$ cat config.mk
export PLATFORM = sky130hd
export DESIGN_NAME = axis_adc_decim_frontend
export DESIGN_NICKNAME = d
export VERILOG_FILES = /design/src/rtl/axis_adc_decim_frontend.sv
export SDC_FILE = /design/constraint.sdc
export NUM_CORES = 1
export LEC_CHECK = 0
export BUFFER_PORTS_ARGS = -buffer_cell sky130_fd_sc_hd__clkbuf_2
export CAP_MARGIN = 20
export CELL_PAD_IN_SITES_DETAIL_PLACEMENT = 1
export CELL_PAD_IN_SITES_GLOBAL_PLACEMENT = 2
export CORE_AREA = 2 2 182 184
export CTS_CLUSTER_DIAMETER = 100
export DETAILED_ROUTE_END_ITERATION = 7
export DIE_AREA = 0 0 184 186
export PLACE_DENSITY_LB_ADDON = 0.1
export REMOVE_ABC_BUFFERS = 1
export SYNTH_ARGS = -nofsm -noshare
export SYNTH_HDL_FRONTEND = slang
export SYNTH_SLANG_ARGS = --single-unit
$ cat constraint.sdc
create_clock -name aclk -period 4.07 [get_ports aclk]
set_input_delay 0.407 -clock aclk [delete_from_list [all_inputs] [get_ports aclk]]
set_output_delay 0.407 -clock aclk [all_outputs]
set_load 0.01 [all_outputs]
$ cat src/rtl/axis_adc_decim_frontend.sv
// Multi-channel ADC capture front end: lane registering, format correction,
// per-channel boxcar decimation by 2^D and a 1-deep AXI-Stream output with overrun count.
module axis_adc_decim_lane #(
  parameter int ADC_WIDTH = 14,
  parameter int OUT_WIDTH = 16,
  parameter int MAX_DLOG2 = 8,
  parameter int DW        = 4
) (
  input  logic                 aclk,
  input  logic                 aresetn,
  input  logic [ADC_WIDTH-1:0] i_raw,
  input  logic                 i_inv,
  input  logic                 i_clr,
  input  logic                 i_first,
  input  logic [DW-1:0]        i_dlog2,
  output logic [OUT_WIDTH-1:0] o_mean
);
  localparam int ACC_W = ADC_WIDTH + MAX_DLOG2;
  localparam logic [ADC_WIDTH-1:0] INV_MASK = {1'b0, {(ADC_WIDTH-1){1'b1}}};

  logic signed [ADC_WIDTH-1:0] r_smp;
  logic signed [ACC_W-1:0]     r_acc;
  logic signed [ACC_W-1:0]     w_sum;

  // Count 0 restarts the sum, so the stale accumulator is never read there.
  assign w_sum  = (i_first ? '0 : r_acc) + {{MAX_DLOG2{r_smp[ADC_WIDTH-1]}}, r_smp};
  // Mean fits in ADC_WIDTH signed, so truncating the shifted sum sign-extends correctly.
  assign o_mean = OUT_WIDTH'(w_sum >>> i_dlog2);

  always_ff @(posedge aclk) begin
    if (!aresetn) begin
      r_smp <= '0;
      r_acc <= '0;
    end else begin
      r_smp <= i_inv ? (i_raw ^ INV_MASK) : i_raw;
      r_acc <= i_clr ? '0 : w_sum;
    end
  end
endmodule

module axis_adc_decim_frontend #(
  parameter int NCH       = 2,
  parameter int IN_WIDTH  = 16,
  parameter int ADC_WIDTH = 14,
  parameter int OUT_WIDTH = 16,
  parameter int MAX_DLOG2 = 8
) (
  input  logic                             aclk,
  input  logic                             aresetn,
  output logic                             adc_csn,
  input  logic [NCH*IN_WIDTH-1:0]          adc_dat,
  input  logic                             cfg_enable,
  input  logic                             cfg_invert,
  input  logic [$clog2(MAX_DLOG2+1)-1:0]   cfg_dlog2,
  output logic                             m_axis_tvalid,
  input  logic                             m_axis_tready,
  output logic [NCH*OUT_WIDTH-1:0]         m_axis_tdata,
  output logic [15:0]                      sts_overrun
);
  localparam int DW = $clog2(MAX_DLOG2+1);

  logic [NCH-1:0][IN_WIDTH-1:0]  r_dat;
  logic                          r_en1, r_inv1, r_en2;
  logic [DW-1:0]                 r_d1, r_d2, r_dcur;
  logic [MAX_DLOG2-1:0]          r_cnt, w_cmax;
  logic                          w_clr, w_last, w_dump, w_unused;
  logic [NCH-1:0][OUT_WIDTH-1:0] w_mean, r_tdata;
  logic                          r_tvalid;
  logic [15:0]                   r_ovr;

  assign adc_csn       = 1'b1;
  assign m_axis_tvalid = r_tvalid;
  assign m_axis_tdata  = r_tdata;
  assign sts_overrun   = r_ovr;
  assign w_unused      = ^r_dat;

  // Config travels down the pipe alongside the sample it was captured with.
  always_ff @(posedge aclk) begin
    if (!aresetn) begin
      r_dat  <= '0;
      r_en1  <= 1'b0;
      r_inv1 <= 1'b0;
      r_d1   <= '0;
      r_en2  <= 1'b0;
      r_d2   <= '0;
    end else begin
      r_dat  <= adc_dat;
      r_en1  <= cfg_enable;
      r_inv1 <= cfg_invert;
      r_d1   <= (cfg_dlog2 > DW'(MAX_DLOG2)) ? DW'(MAX_DLOG2) : cfg_dlog2;
      r_en2  <= r_en1;
      r_d2   <= r_d1;
    end
  end

  // A D change abandons the frame in flight; that sample is discarded too.
  assign w_cmax = ~({MAX_DLOG2{1'b1}} << r_d2);
  assign w_clr  = !r_en2 || (r_d2 != r_dcur);
  assign w_last = (r_cnt == w_cmax);
  assign w_dump = !w_clr && w_last;

  always_ff @(posedge aclk) begin
    if (!aresetn) begin
      r_cnt  <= '0;
      r_dcur <= '0;
    end else begin
      r_dcur <= r_d2;
      r_cnt  <= (w_clr || w_last) ? '0 : r_cnt + 1'b1;
    end
  end

  for (genvar g = 0; g < NCH; g++) begin : g_lane
    axis_adc_decim_lane #(
      .ADC_WIDTH (ADC_WIDTH),
      .OUT_WIDTH (OUT_WIDTH),
      .MAX_DLOG2 (MAX_DLOG2),
      .DW        (DW)
    ) u_lane (
      .aclk    (aclk),
      .aresetn (aresetn),
      .i_raw   (r_dat[g][ADC_WIDTH-1:0]),
      .i_inv   (r_inv1),
      .i_clr   (w_clr),
      .i_first (r_cnt == '0),
      .i_dlog2 (r_d2),
      .o_mean  (w_mean[g])
    );
  end

  // 1-deep output: a frame arriving while a beat is stalled is dropped and counted.
  always_ff @(posedge aclk) begin
    if (!aresetn) begin
      r_tvalid <= 1'b0;
      r_tdata  <= '0;
      r_ovr    <= '0;
    end else if (w_dump) begin
      if (!r_tvalid || m_axis_tready) begin
        r_tvalid <= 1'b1;
        r_tdata  <= w_mean;
      end else if (r_ovr != 16'hFFFF) begin
        r_ovr <= r_ovr + 16'd1;
      end
    end else if (r_tvalid && m_axis_tready) begin
      r_tvalid <= 1'b0;
    end
  end
endmodule

==> metrics.json, run 1 <==
{
  "ys_seq_elements": {"value": 172},
  "n_fill_cell": {"value": 3888},
  "initial_core_util": {"value": 0.327},
  "number_of_synthesized_flops_with_an_enable_pin": {"value": 0},
  "worst_setup_sp_type": {"value": "flip-flop"},
  "post_synth_instance_area": {"value": 10500, "unit": "um2"},
  "areaGrowthSynthToFinish": {"value": 26.4, "unit": "%"},
  "pwr_density_cell": {"value": 294, "unit": "nW/um2"},
  "syn_area_per_cell": {"value": 8.20, "unit": "um2"},
  "detail_route.first_pass.iterations": {"value": 5},
  "insertion_delay": {"value": 450, "unit": "ps"},
  "grt_overflow": {"value": 0},
  "cts_hold_buffers": {"value": 0},
  "cpPeakStageDelay": {"value": 520, "unit": "ps"},
  "ir_worst_vdd": {"value": 0.285, "unit": "mV"},
  "final_core_utilization": {"value": 0.413},
  "placement_rows": {"value": 66},
  "root_buffer": {"value": "clkbuf_16"},
  "grtUsageTotal": {"value": 0.213},
  "setup.worst_path.end_class": {"value": "flip-flop"},
  "period_share": {"value": 0.969},
  "synth_flop_cell": {"value": "dfxtp_1"},
  "timing_worst_slew_pin_value": {"value": 1110, "unit": "ps"},
  "remaining_drc_errors": {"value": 0},
  "drt_wl_total": {"value": 35900, "unit": "um"},
  "ys_async_sr_fraction": {"value": 0},
  "crit_path_cell_trace": {"value": "nor4_4, nand3_2, buf_6, buf_4, and2_1, ha_4, a211oi_4, o21ai_0, o211a_1, or4b_4, a21o_1, a211oi_2, a211oi_2, mux4_2, a22o_1"},
  "worst_hold_startpoint": {"value": "adc_dat[8]"},
  "crit_top_cell": {"value": "a211oi_2"},
  "status": {"value": "finished clean"},
  "holdPathStages": {"value": 2},
  "die_y": {"value": 186, "unit": "um"},
  "drt.antenna.violating_nets": {"value": 0},
  "finalCriticalPeriod": {"value": 3940, "unit": "ps"},
  "grt_antenna_before_repair": {"value": 0},
  "critical-path-slowest-cell": {"value": "or4b_4"},
  "drive_above_1_share": {"value": 0.256},
  "clkSlewWorstSetupHoldPaths": {"value": 70, "unit": "ps"},
  "critPathRequiredTime": {"value": 4420, "unit": "ps"},
  "nets_finish": {"value": 1551},
  "final-hold-violation-count": {"value": 0},
  "slew_violations": {"value": 0},
  "critPathBufInv": {"value": 2},
  "cts_tree": {"value": "done"},
  "routed_wire_length_per_instance": {"value": 19.1, "unit": "um"},
  "synth-warning-count": {"value": 0},
  "iteration_0_drc_markers": {"value": 591},
  "synthTopCellsByArea": {"value": "dfxtp_1 33%, nor2_1 6.3%, and2_1 5.5%, ha_1 5.4%, xnor2_1 4.2%"},
  "die_x": {"value": 184, "unit": "um"},
  "setup_viol": {"value": 0},
  "cp_top_family": {"value": "compound AO/OA/AOI/OAI gates"},
  "postPlaceCellArea": {"value": 12200, "unit": "um2"},
  "synth_common_cells": {"value": "177 x nor2_1, 172 x dfxtp_1, 93 x and2_1"},
  "grt_pass1_wl": {"value": 56600, "unit": "um"},
  "synth_seq_area_share": {"value": 0.327},
  "cts_buffers": {"value": 17},
  "worst_slack": {"value": 126, "unit": "ps"},
  "hp-class": {"value": "input pin to flip-flop"},
  "timing.rr.end": {"value": "m_axis_tdata[6]"},
  "antenna_diode_instance_count": {"value": 0},
  "cts_max_level": {"value": 4},
  "placement.setup.worst_slack": {"value": -235, "unit": "ps"},
  "clock.fmax": {"value": 0.254, "unit": "GHz"},
  "worst_clock_skew": {"value": 11.8, "unit": "ps"},
  "arrival_time_at_the_worst_endpoint": {"value": 4290, "unit": "ps"},
  "synthDominantCellAreaShare": {"value": 0.327},
  "grt_setup_unrepaired": {"value": "true"},
  "drt-vias-per-instance": {"value": 5.34},
  "hold_end": {"value": "r_dat[8]"},
  "port_buffers": {"value": 85},
  "grt_start_max_net_pins": {"value": 52},
  "routed-via-count": {"value": 10100},
  "path_class": {"value": "flip-flop to flip-flop"},
  "origin_of_the_critical_flop_to_flop_path": {"value": "r_cnt[6]"},
  "path_max_fanout": {"value": 5},
  "timing.max_slew.rel_slack": {"value": 0.258},
  "synthDistinctLibCells": {"value": 84},
  "number_of_global_route_vias_before_repair": {"value": 10200},
  "dp_hpwl": {"value": 26500, "unit": "um"},
  "drv.max_cap_violation_count": {"value": 0},
  "top_level_ports": {"value": 91},
  "floorplan.core_area": {"value": 32200, "unit": "um2"},
  "cellLeakagePower": {"value": 5.59, "unit": "nW"},
  "fin_area": {"value": 13300, "unit": "um2"},
  "synth_top_area_cell": {"value": "dfxtp_1"},
  "synth.most_common_cell": {"value": "nor2_1"},
  "tritoncts_sinks": {"value": 172},
  "syn-instance-count": {"value": 1282},
  "r2r_slack": {"value": 130, "unit": "ps"},
  "clk_path_buf_depth": {"value": 2},
  "gp_congestion": {"value": 0.832},
  "floorplan.die_area": {"value": 34200, "unit": "um2"},
  "reg2regPathDepth": {"value": 15}
}
## power breakdown
part | switching, W | internal, W
Sequential | 0.0000282 | 0.00173
Combinational | 0.000308 | 0.000236
Clock | 0.000774 | 0.000829
Total | 0.00111 | 0.00280
## worst max-delay path by stage
| stage | startpoint | to | slack (ps) | depth (start not counted) |
|---|---|---|---|---|
| finish | r_cnt[6] | m_axis_tdata[6] | 130 | 15 |
| global route | r_cnt[6] | m_axis_tdata[6] | -40 | 15 |
| CTS | r_cnt[4] | m_axis_tdata[6] | 20 | 16 |
| detailed placement | r_cnt[6] | m_axis_tdata[1] | -240 | 17 |
| global placement | r_cnt[6] | m_axis_tdata[1] | -240 | 17 |
| floorplan | r_cnt[6] | m_axis_tdata[6] | -380 | 13 |
## through the flow
| step | power, W | std cells | hold slack (ps) | TNS (ps) |
|---|---|---|---|---|
| after floorplan | 0.00209 | 1201 | 412 | -1300 |
| after global placement | 0.00231 | 1840 | 417 | -243 |
| after detailed placement | 0.00231 | 1840 | 422 | -264 |
| after CTS | 0.00394 | 1876 | 131 | 0 |
| after global routing | 0.00409 | 1884 | 140 | -102 |
| final | 0.00391 | 1884 | 154 | 0 |
## repair_timing
action / 4_1_cts / 5_1_grt
gates resized for setup: 10 / 76
buffers inserted: 4 / 8
setup endpoints to repair: 3 / 32
pin swaps: 9 / 33
hold endpoints to repair: 0 / 0
## worst reg2reg max path, cell delays in order (launching register included)
cell and delay, ps:
dfxtp_2 340, nor4_4 310, nand3_2 150, buf_6 160, buf_4 140, and2_1 190, ha_4 250, a211oi_4 260
o21ai_0 160, o211a_1 200, or4b_4 520, a21o_1 210, a211oi_2 200, a211oi_2 100, mux4_2 470, a22o_1 190
## placed cells by master, fill, tap and decap left out, types with 8 or more instances in the layout
cell type,count
inv_1,30
a211oi_1,23
nand3_1,29
mux2_2,8
dfxtp_1,169
xor2_1,35
clkbuf_2,85
and2_1,92
a21o_1,14
and3_1,21
nand2_1,89
o21a_1,9
mux2i_1,28
a21oi_2,10
o21ai_1,10
clkbuf_16,17
nand4_1,25
nor2b_1,10
ha_1,35
a21oi_1,60
xnor2_1,50
o211ai_1,20
nor3_1,20
buf_4,153
o31ai_1,12
mux4_2,11
nor2_1,176
a31oi_1,8
o21ai_0,50
## area by class of cell
type	instances	area (um2)	area share
multi-input cells	996	7000	0.527
clock inverters	12	103	0.00772
inverters	33	124	0.00932
well taps	408	510	0.0384
repair buffers	243	1650	0.124
flip-flops and latches	172	3450	0.259
clock buffers	20	457	0.0344
## routing by layer
layer	GRT usage	routed length, um	up-vias
li1	-	-	4936
met1	0.301	18100	4942
met2	0.338	16000	156
met3	0.0284	1150	29
met4	0.0640	588	0
met5	0	0	-
## kinds of logic after synthesis
kind of cell               Yosys count  synth area share
muxes                               51            0.0626
buffers and inverters              114            0.0438
and+or+nand+nor                    504             0.235
DFF                                172             0.327
adders and majority gates           47            0.0573
AOI/OAI and AO/OA                  304             0.199
other                                1          0.000357
xor gates and xnor gates            89            0.0741
## state kept, by name (all words and copies together), names as in the netlist, 4 cells and up
signal / cells
g_lane.u_lane.r_acc: 44
r_d2: 4
r_dat: 28
r_dcur: 4
g_lane.u_lane.r_smp: 28
sts_overrun: 16
r_cnt: 8
r_d1: 4
m_axis_tdata: 32
Note: power is estimated with default switching activity, not from simulation.
==> run 2: changes to the inputs <==
- CELL_PAD_IN_SITES_GLOBAL_PLACEMENT: 2 -> 1
- CORE_AREA: 2 2 182 184 -> 2 2 164 166
- DIE_AREA: 0 0 184 186 -> 0 0 166 168
==> metrics.json, run 2 (synthesized netlist as in run 1, its figures left out) <==
{
  "status": {"value": "finished clean"},
  "insertion_delay": {"value": 440, "unit": "ps", "change": "about the same"},
  "mostFrequentLayoutCell": {"value": "nor2_1"},
  "clkSlewWorstSetupHoldPaths": {"value": 80, "unit": "ps", "change": "about the same"},
  "finalCriticalPeriod": {"value": 4030, "unit": "ps", "change": "+86.3 ps"},
  "tritoncts_sinks": {"value": 172, "change": "unchanged"},
  "drive_above_1_share": {"value": 0.234, "change": "-0.0219"},
  "period_share": {"value": 0.990, "change": "+0.0212"},
  "iteration_0_drc_markers": {"value": 484, "change": "-18%"},
  "timing.rr.end": {"value": "m_axis_tdata[6]"},
  "largest_register_ff_count": {"value": 44, "change": "unchanged"},
  "initial_core_util": {"value": 0.399, "change": "+0.0726"},
  "gp_congestion": {"value": 0.855, "change": "+2.8%"},
  "timing_worst_slew_pin_value": {"value": 960, "unit": "ps", "change": "-150 ps"},
  "drt_wl_total": {"value": 33700, "unit": "um", "change": "-6.1%"},
  "detail_route.first_pass.iterations": {"value": 5, "change": "unchanged"},
  "timing.critical_path.from": {"value": "r_cnt[4]"},
  "cts_buffers": {"value": 17, "change": "unchanged"},
  "swShare": {"value": 0.295, "change": "+0.0108"},
  "cellLeakagePower": {"value": 5.40, "unit": "nW", "change": "-3.4%"},
  "ir_worst_vdd": {"value": 0.197, "unit": "mV", "change": "-31%"},
  "timing.setup.tns": {"value": 0, "unit": "ps", "change": "unchanged"},
  "antenna_diode_instance_count": {"value": 0, "change": "unchanged"},
  "die_x": {"value": 166, "unit": "um", "change": "-9.8%"},
  "hp-class": {"value": "input pin to flip-flop"},
  "grtUsageTotal": {"value": 0.237, "change": "+0.0237"},
  "power.clock.fraction": {"value": 0.423, "change": "+0.013"},
  "timing.max_slew.rel_slack": {"value": 0.358, "change": "+0.101"},
  "arrival_time_at_the_worst_endpoint": {"value": 4350, "unit": "ps", "change": "+60 ps"},
  "routed_wire_length_per_instance": {"value": 18.9, "unit": "um", "change": "-0.58%"},
  "setup_viol": {"value": 0, "change": "unchanged"},
  "path_max_fanout": {"value": 5, "change": "unchanged"},
  "floorplan.core_area": {"value": 26400, "unit": "um2", "change": "-18%"},
  "origin_of_the_critical_flop_to_flop_path": {"value": "r_cnt[4]"},
  "worst_hold_startpoint": {"value": "adc_dat[21]"},
  "port_buffers": {"value": 85, "change": "unchanged"},
  "drt.antenna.violating_nets": {"value": 0, "change": "unchanged"},
  "register_with_the_highest_flop_count": {"value": "g_lane.u_lane.r_acc"},
  "grt_pass1_wl": {"value": 53600, "unit": "um", "change": "-5.3%"},
  "root_buffer": {"value": "clkbuf_16"},
  "areaGrowthSynthToFinish": {"value": 22.3, "unit": "%"},
  "n_fill_cell": {"value": 3148, "change": "-19%"},
  "reg2regPathDepth": {"value": 16, "change": "+1"},
  "critPathRequiredTime": {"value": 4390, "unit": "ps", "change": "-30 ps"},
  "r2r_slack": {"value": 40, "unit": "ps", "change": "-90 ps"},
  "grt_overflow": {"value": 0, "change": "unchanged"},
  "power.share.combinational": {"value": 0.131, "change": "-0.008"},
  "grt_setup_unrepaired": {"value": "true"},
  "hold_end": {"value": "r_dat[21]"},
  "worst_hold_slack": {"value": 165, "unit": "ps", "change": "+10.4 ps"},
  "number_of_global_route_vias_before_repair": {"value": 9958, "change": "-2.1%"},
  "cts_max_level": {"value": 4, "change": "unchanged"},
  "path_class": {"value": "flip-flop to flip-flop"},
  "grt_antenna_before_repair": {"value": 0, "change": "unchanged"},
  "pwr_density_cell": {"value": 306, "unit": "nW/um2", "change": "+4.2%"},
  "dp_hpwl": {"value": 24500, "unit": "um", "change": "-7.6%"},
  "slew_violations": {"value": 0, "change": "unchanged"},
  "worst_clock_skew": {"value": 14.7, "unit": "ps", "change": "+2.96 ps"},
  "p_int": {"value": 0.00278, "unit": "W", "change": "-0.68%"},
  "cts_tree": {"value": "done"},
  "grt_start_max_net_pins": {"value": 52, "change": "unchanged"},
  "setup.worst_path.end_class": {"value": "flip-flop"},
  "final-hold-violation-count": {"value": 0, "change": "unchanged"},
  "floorplan.die_area": {"value": 27900, "unit": "um2", "change": "-19%"},
  "clk_path_buf_depth": {"value": 2, "change": "unchanged"},
  "placement_rows": {"value": 60, "change": "-9.1%"},
  "worst_setup_sp_type": {"value": "flip-flop"},
  "drv.max_cap_violation_count": {"value": 0, "change": "unchanged"},
  "power_frac_seq": {"value": 0.446, "change": "-0.004"},
  "top_level_ports": {"value": 91, "change": "unchanged"},
  "die_y": {"value": 168, "unit": "um", "change": "-9.7%"},
  "power_switching": {"value": 0.00116, "unit": "W", "change": "+4.7%"},
  "routed-via-count": {"value": 9952, "change": "-1.1%"},
  "most-common-layout-cells": {"value": "175 x nor2_1, 170 x dfxtp_1, 118 x buf_4"},
  "nets_finish": {"value": 1514, "change": "-2.4%"},
  "drt-vias-per-instance": {"value": 5.59, "change": "+4.7%"},
  "remaining_drc_errors": {"value": 0, "change": "unchanged"},
  "clock.fmax": {"value": 0.248, "unit": "GHz", "change": "-2.1%"},
  "cts_hold_buffers": {"value": 0, "change": "unchanged"},
  "holdPathStages": {"value": 2, "change": "unchanged"}
}
## run 2: timing repair
item	in CTS	in global routing
endpoints found under the setup margin	3	32
resized for setup	4	70
pin swaps	0	21
setup buffers	0	8
## run 2: power groups by stage
stage | Sequential [W] | Combinational, W | Clock (W)
2_1_floorplan | 0.00180 | 0.000289 | 0
3_3_place_gp | 0.00180 | 0.000482 | 0
3_5_place_dp | 0.00180 | 0.000492 | 0
4_1_cts | 0.00176 | 0.000497 | 0.00171
5_1_grt | 0.00176 | 0.000565 | 0.00177
6_report | 0.00176 | 0.000515 | 0.00167
## run 2: worst max path at each step
stage                        to  slack, ps  cells after the start
2_1_floorplan   m_axis_tdata[6]       -380                     13
3_3_place_gp   m_axis_tdata[24]         90                     17
3_5_place_dp    m_axis_tdata[6]         -6                     15
4_1_cts        m_axis_tdata[24]         10                     17
5_1_grt         m_axis_tdata[6]       -120                     16
6_report        m_axis_tdata[6]         40                     16
## run 2: stage by stage
step                      cells  instance area, um2  utilization  setup WS (ps)  total power (W)
final                      1780               12900        0.488           40.2          0.00394
after global routing       1780               12900        0.488           -119          0.00410
after CTS                  1772               12500        0.474           11.3          0.00396
after detailed placement   1740               11900        0.451          -5.79          0.00229
after global placement     1740               11900        0.451           92.2          0.00228
after floorplan            1201               10200            -           -377          0.00209
## run 2: final cells by class
type	instances	area, um2	share of cell area
well taps	341	427	0.0332
inverters	33	124	0.00963
flip-flops and latches	172	3450	0.268
clock inverters	15	174	0.0135
clock buffers	17	425	0.0331
multi-input cells	996	6920	0.538
repair buffers	206	1350	0.105
## run 2: worst max-delay path, cell delays in order (launching register included)
cell and delay (ps):
dfxtp_2 340, nor4_4 330, nand3_2 120, buf_6 160, and2_4 140, ha_4 150, inv_2 60, fa_2 200
and2b_2 250, o2111ai_4 280, a21oi_4 120, or4b_4 550, a21o_1 230, a211oi_2 240, a211oi_2 80, mux4_2 470
a22o_1 190
## run 2: routing by layer
| metal | track usage | vias to the layer above | share of wire |
|---|---|---|---|
| met3 | 0.0376 | 21 | 0.035 |
| met2 | 0.384 | 186 | 0.46 |
| met1 | 0.336 | 4893 | 0.49 |
| met5 | 0 | - | 0 |
| li1 | - | 4852 | - |
| met4 | 0.0461 | 0 | 0.0098 |
==> run 3: changes to the inputs <==
- PLACE_DENSITY: unset -> 0.79
- PLACE_DENSITY_LB_ADDON: 0.1 -> unset
==> metrics.json, run 3 (synthesized netlist as in run 1, its figures left out) <==
{
  "iteration_0_drc_markers": {"value": 659, "change": "+36%"},
  "critPathRequiredTime": {"value": 4400, "unit": "ps", "change": "about the same"},
  "placement_rows": {"value": 60, "change": "unchanged"},
  "grtUsageTotal": {"value": 0.247, "change": "+0.00964"},
  "crit_path_cell_trace": {"value": "nor4_4, nand3_4, buf_8, nand2_1, inv_1, ha_1, a211oi_2, o21bai_2, and4_1, nor4_1, nor2_1, xor2_1, a211oi_2, mux4_2, a22o_1"},
  "worst_setup_sp_type": {"value": "flip-flop"},
  "pwr_density_cell": {"value": 308, "unit": "nW/um2", "change": "+0.63%"},
  "routed_wire_length_per_instance": {"value": 19.7, "unit": "um", "change": "+3.7%"},
  "cpPeakStageDelay": {"value": 470, "unit": "ps", "change": "-80 ps"},
  "power.clock.fraction": {"value": 0.426, "change": "+0.003"},
  "cts_hold_buffers": {"value": 0, "change": "unchanged"},
  "mostFrequentLayoutCell": {"value": "nor2_1"},
  "finalCriticalPeriod": {"value": 4040, "unit": "ps", "change": "+12.8 ps"},
  "drt-vias-per-instance": {"value": 5.74, "change": "+2.7%"},
  "cp_top_family": {"value": "simple AND/OR/NAND/NOR gates"},
  "number_of_global_route_vias_before_repair": {"value": 10600, "change": "+6.1%"},
  "remaining_drc_errors": {"value": 0, "change": "unchanged"},
  "drt_wl_total": {"value": 35200, "unit": "um", "change": "+4.4%"},
  "drt.antenna.violating_nets": {"value": 0, "change": "unchanged"},
  "areaGrowthSynthToFinish": {"value": 22.5, "unit": "%"},
  "detail_route.first_pass.iterations": {"value": 5, "change": "unchanged"},
  "hp-class": {"value": "input pin to flip-flop"},
  "insertion_delay": {"value": 440, "unit": "ps", "change": "about the same"},
  "floorplan.core_area": {"value": 26400, "unit": "um2", "change": "unchanged"},
  "timing_worst_slew_pin_value": {"value": 1070, "unit": "ps", "change": "+108 ps"},
  "path_max_fanout": {"value": 20, "change": "+15"},
  "root_buffer": {"value": "clkbuf_16"},
  "cellLeakagePower": {"value": 5.43, "unit": "nW", "change": "+0.48%"},
  "antenna_diode_instance_count": {"value": 0, "change": "unchanged"},
  "critPathBufInv": {"value": 2, "change": "unchanged"},
  "initial_core_util": {"value": 0.399, "change": "unchanged"},
  "die_x": {"value": 166, "unit": "um", "change": "unchanged"},
  "arrival_time_at_the_worst_endpoint": {"value": 4370, "unit": "ps", "change": "+20 ps"},
  "routed-via-count": {"value": 10300, "change": "+3.3%"},
  "nets_finish": {"value": 1525, "change": "+0.73%"},
  "final-hold-violation-count": {"value": 0, "change": "unchanged"},
  "worst_clock_skew": {"value": 11.8, "unit": "ps", "change": "-2.88 ps"},
  "dp_hpwl": {"value": 24700, "unit": "um", "change": "+0.82%"},
  "grt_antenna_before_repair": {"value": 0, "change": "unchanged"},
  "setup_viol": {"value": 0, "change": "unchanged"},
  "top_level_ports": {"value": 91, "change": "unchanged"},
  "grt_start_max_net_pins": {"value": 47, "change": "-9.6%"},
  "power_switching": {"value": 0.00108, "unit": "W", "change": "-7.5%"},
  "timing.max_slew.rel_slack": {"value": 0.286, "change": "-0.0729"},
  "ir_worst_vdd": {"value": 0.259, "unit": "mV", "change": "+31%"},
  "power.share.combinational": {"value": 0.131, "change": "about the same"},
  "die_y": {"value": 168, "unit": "um", "change": "unchanged"},
  "period_share": {"value": 0.993, "change": "+0.00314"},
  "clkSlewWorstSetupHoldPaths": {"value": 70, "unit": "ps", "change": "about the same"},
  "cts_buffers": {"value": 17, "change": "unchanged"},
  "clock.fmax": {"value": 0.247, "unit": "GHz", "change": "-0.32%"},
  "status": {"value": "finished clean"},
  "clk_path_buf_depth": {"value": 2, "change": "unchanged"},
  "cts_tree": {"value": "done"},
  "port_buffers": {"value": 85, "change": "unchanged"},
  "fin_cells": {"value": 1791, "change": "+0.62%"},
  "floorplan.die_area": {"value": 27900, "unit": "um2", "change": "unchanged"},
  "crit_top_cell": {"value": "a211oi_2"},
  "drive_above_1_share": {"value": 0.230, "change": "-0.00454"},
  "drv.max_cap_violation_count": {"value": 0, "change": "unchanged"},
  "slew_violations": {"value": 0, "change": "unchanged"},
  "tritoncts_sinks": {"value": 172, "change": "unchanged"},
  "dp_cells": {"value": 1751, "change": "+0.63%"},
  "gp_congestion": {"value": 0.892, "change": "+4.3%"},
  "swShare": {"value": 0.271, "change": "-0.0242"},
  "power_frac_seq": {"value": 0.443, "change": "-0.003"},
  "setup.worst_path.end_class": {"value": "flip-flop"},
  "grt_pass1_wl": {"value": 56200, "unit": "um", "change": "+4.8%"},
  "cts_max_level": {"value": 4, "change": "unchanged"},
  "p_int": {"value": 0.00290, "unit": "W", "change": "+4.3%"},
  "largest_register_ff_count": {"value": 44, "change": "unchanged"},
  "critical-path-slowest-cell": {"value": "mux4_2"},
  "grt_overflow": {"value": 0, "change": "unchanged"},
  "path_class": {"value": "flip-flop to flip-flop"},
  "most-common-layout-cells": {"value": "175 x nor2_1, 169 x dfxtp_1, 129 x buf_4"},
  "timing.setup.tns": {"value": 0, "unit": "ps", "change": "unchanged"},
  "register_with_the_highest_flop_count": {"value": "g_lane.u_lane.r_acc"}
}
[run 3: cell type report]
| class | instances | area, um2 |
|---|---|---|
| fill | 3150 | 13500 |
| multi-input combinational | 996 | 6850 |
| sequential | 172 | 3450 |
| timing repair buffer | 217 | 1440 |
| clock buffer | 21 | 460 |
| tap | 341 | 427 |
| clock inverter | 11 | 131 |
| inverter | 33 | 126 |
[run 3: worst paths after layout]
check	start	to	slack, ps	depth (start not counted)
setup / recovery	r_cnt[6]	m_axis_tdata[6]	30	15
hold / removal	adc_dat[3]	r_dat[3]	170	2
setup reg to reg	r_cnt[6]	m_axis_tdata[6]	30	15
hold reg to reg	r_en1	r_en2	440	1
[run 3: per-stage QoR]
stage               power [W]  utilization  worst slack (ps)  area, um2  hold WS (ps)
floorplan             0.00209            -              -377      10200           412
global placement      0.00228        0.454              34.5      12000           415
detailed placement    0.00229        0.454             -38.9      12000           425
CTS                   0.00397        0.480              9.29      12700           167
global route          0.00411        0.489             -62.2      12900           164
finish                0.00397        0.489              27.4      12900           170
[run 3: what timing repair did]
action,in CTS,in global routing
pin swaps,10,19
buffers inserted,2,6
gates resized for setup,20,42
endpoints found under the setup margin,25,29
[run 3: worst register-to-register path, cell delays in order, from the launching register on]
cell and delay [ps]:
dfxtp_2 350, nor4_4 350, nand3_4 170, buf_8 190, nand2_1 150, inv_1 80
ha_1 340, a211oi_2 310, o21bai_2 180, and4_1 260, nor4_1 390, nor2_1 110
xor2_1 250, a211oi_2 130, mux4_2 470, a22o_1 200
[run 3: per-layer routing]
layer,global-route usage,wire length [um],part of all wire,vias up
met5,0,0,0,-
met4,0.0703,674,0.019,0
met3,0.0374,1760,0.050,57
met2,0.408,16700,0.47,292
met1,0.335,16100,0.46,5060
li1,-,-,-,4870
[run 3: power by group through the flow]
stage | clock network [W] | registers (W) | logic, W
6_report | 0.00169 | 0.00176 | 0.000520
5_1_grt | 0.00179 | 0.00176 | 0.000565
4_1_cts | 0.00171 | 0.00176 | 0.000507
3_5_place_dp | 0 | 0.00180 | 0.000496
3_3_place_gp | 0 | 0.00180 | 0.000479
2_1_floorplan | 0 | 0.00180 | 0.000289
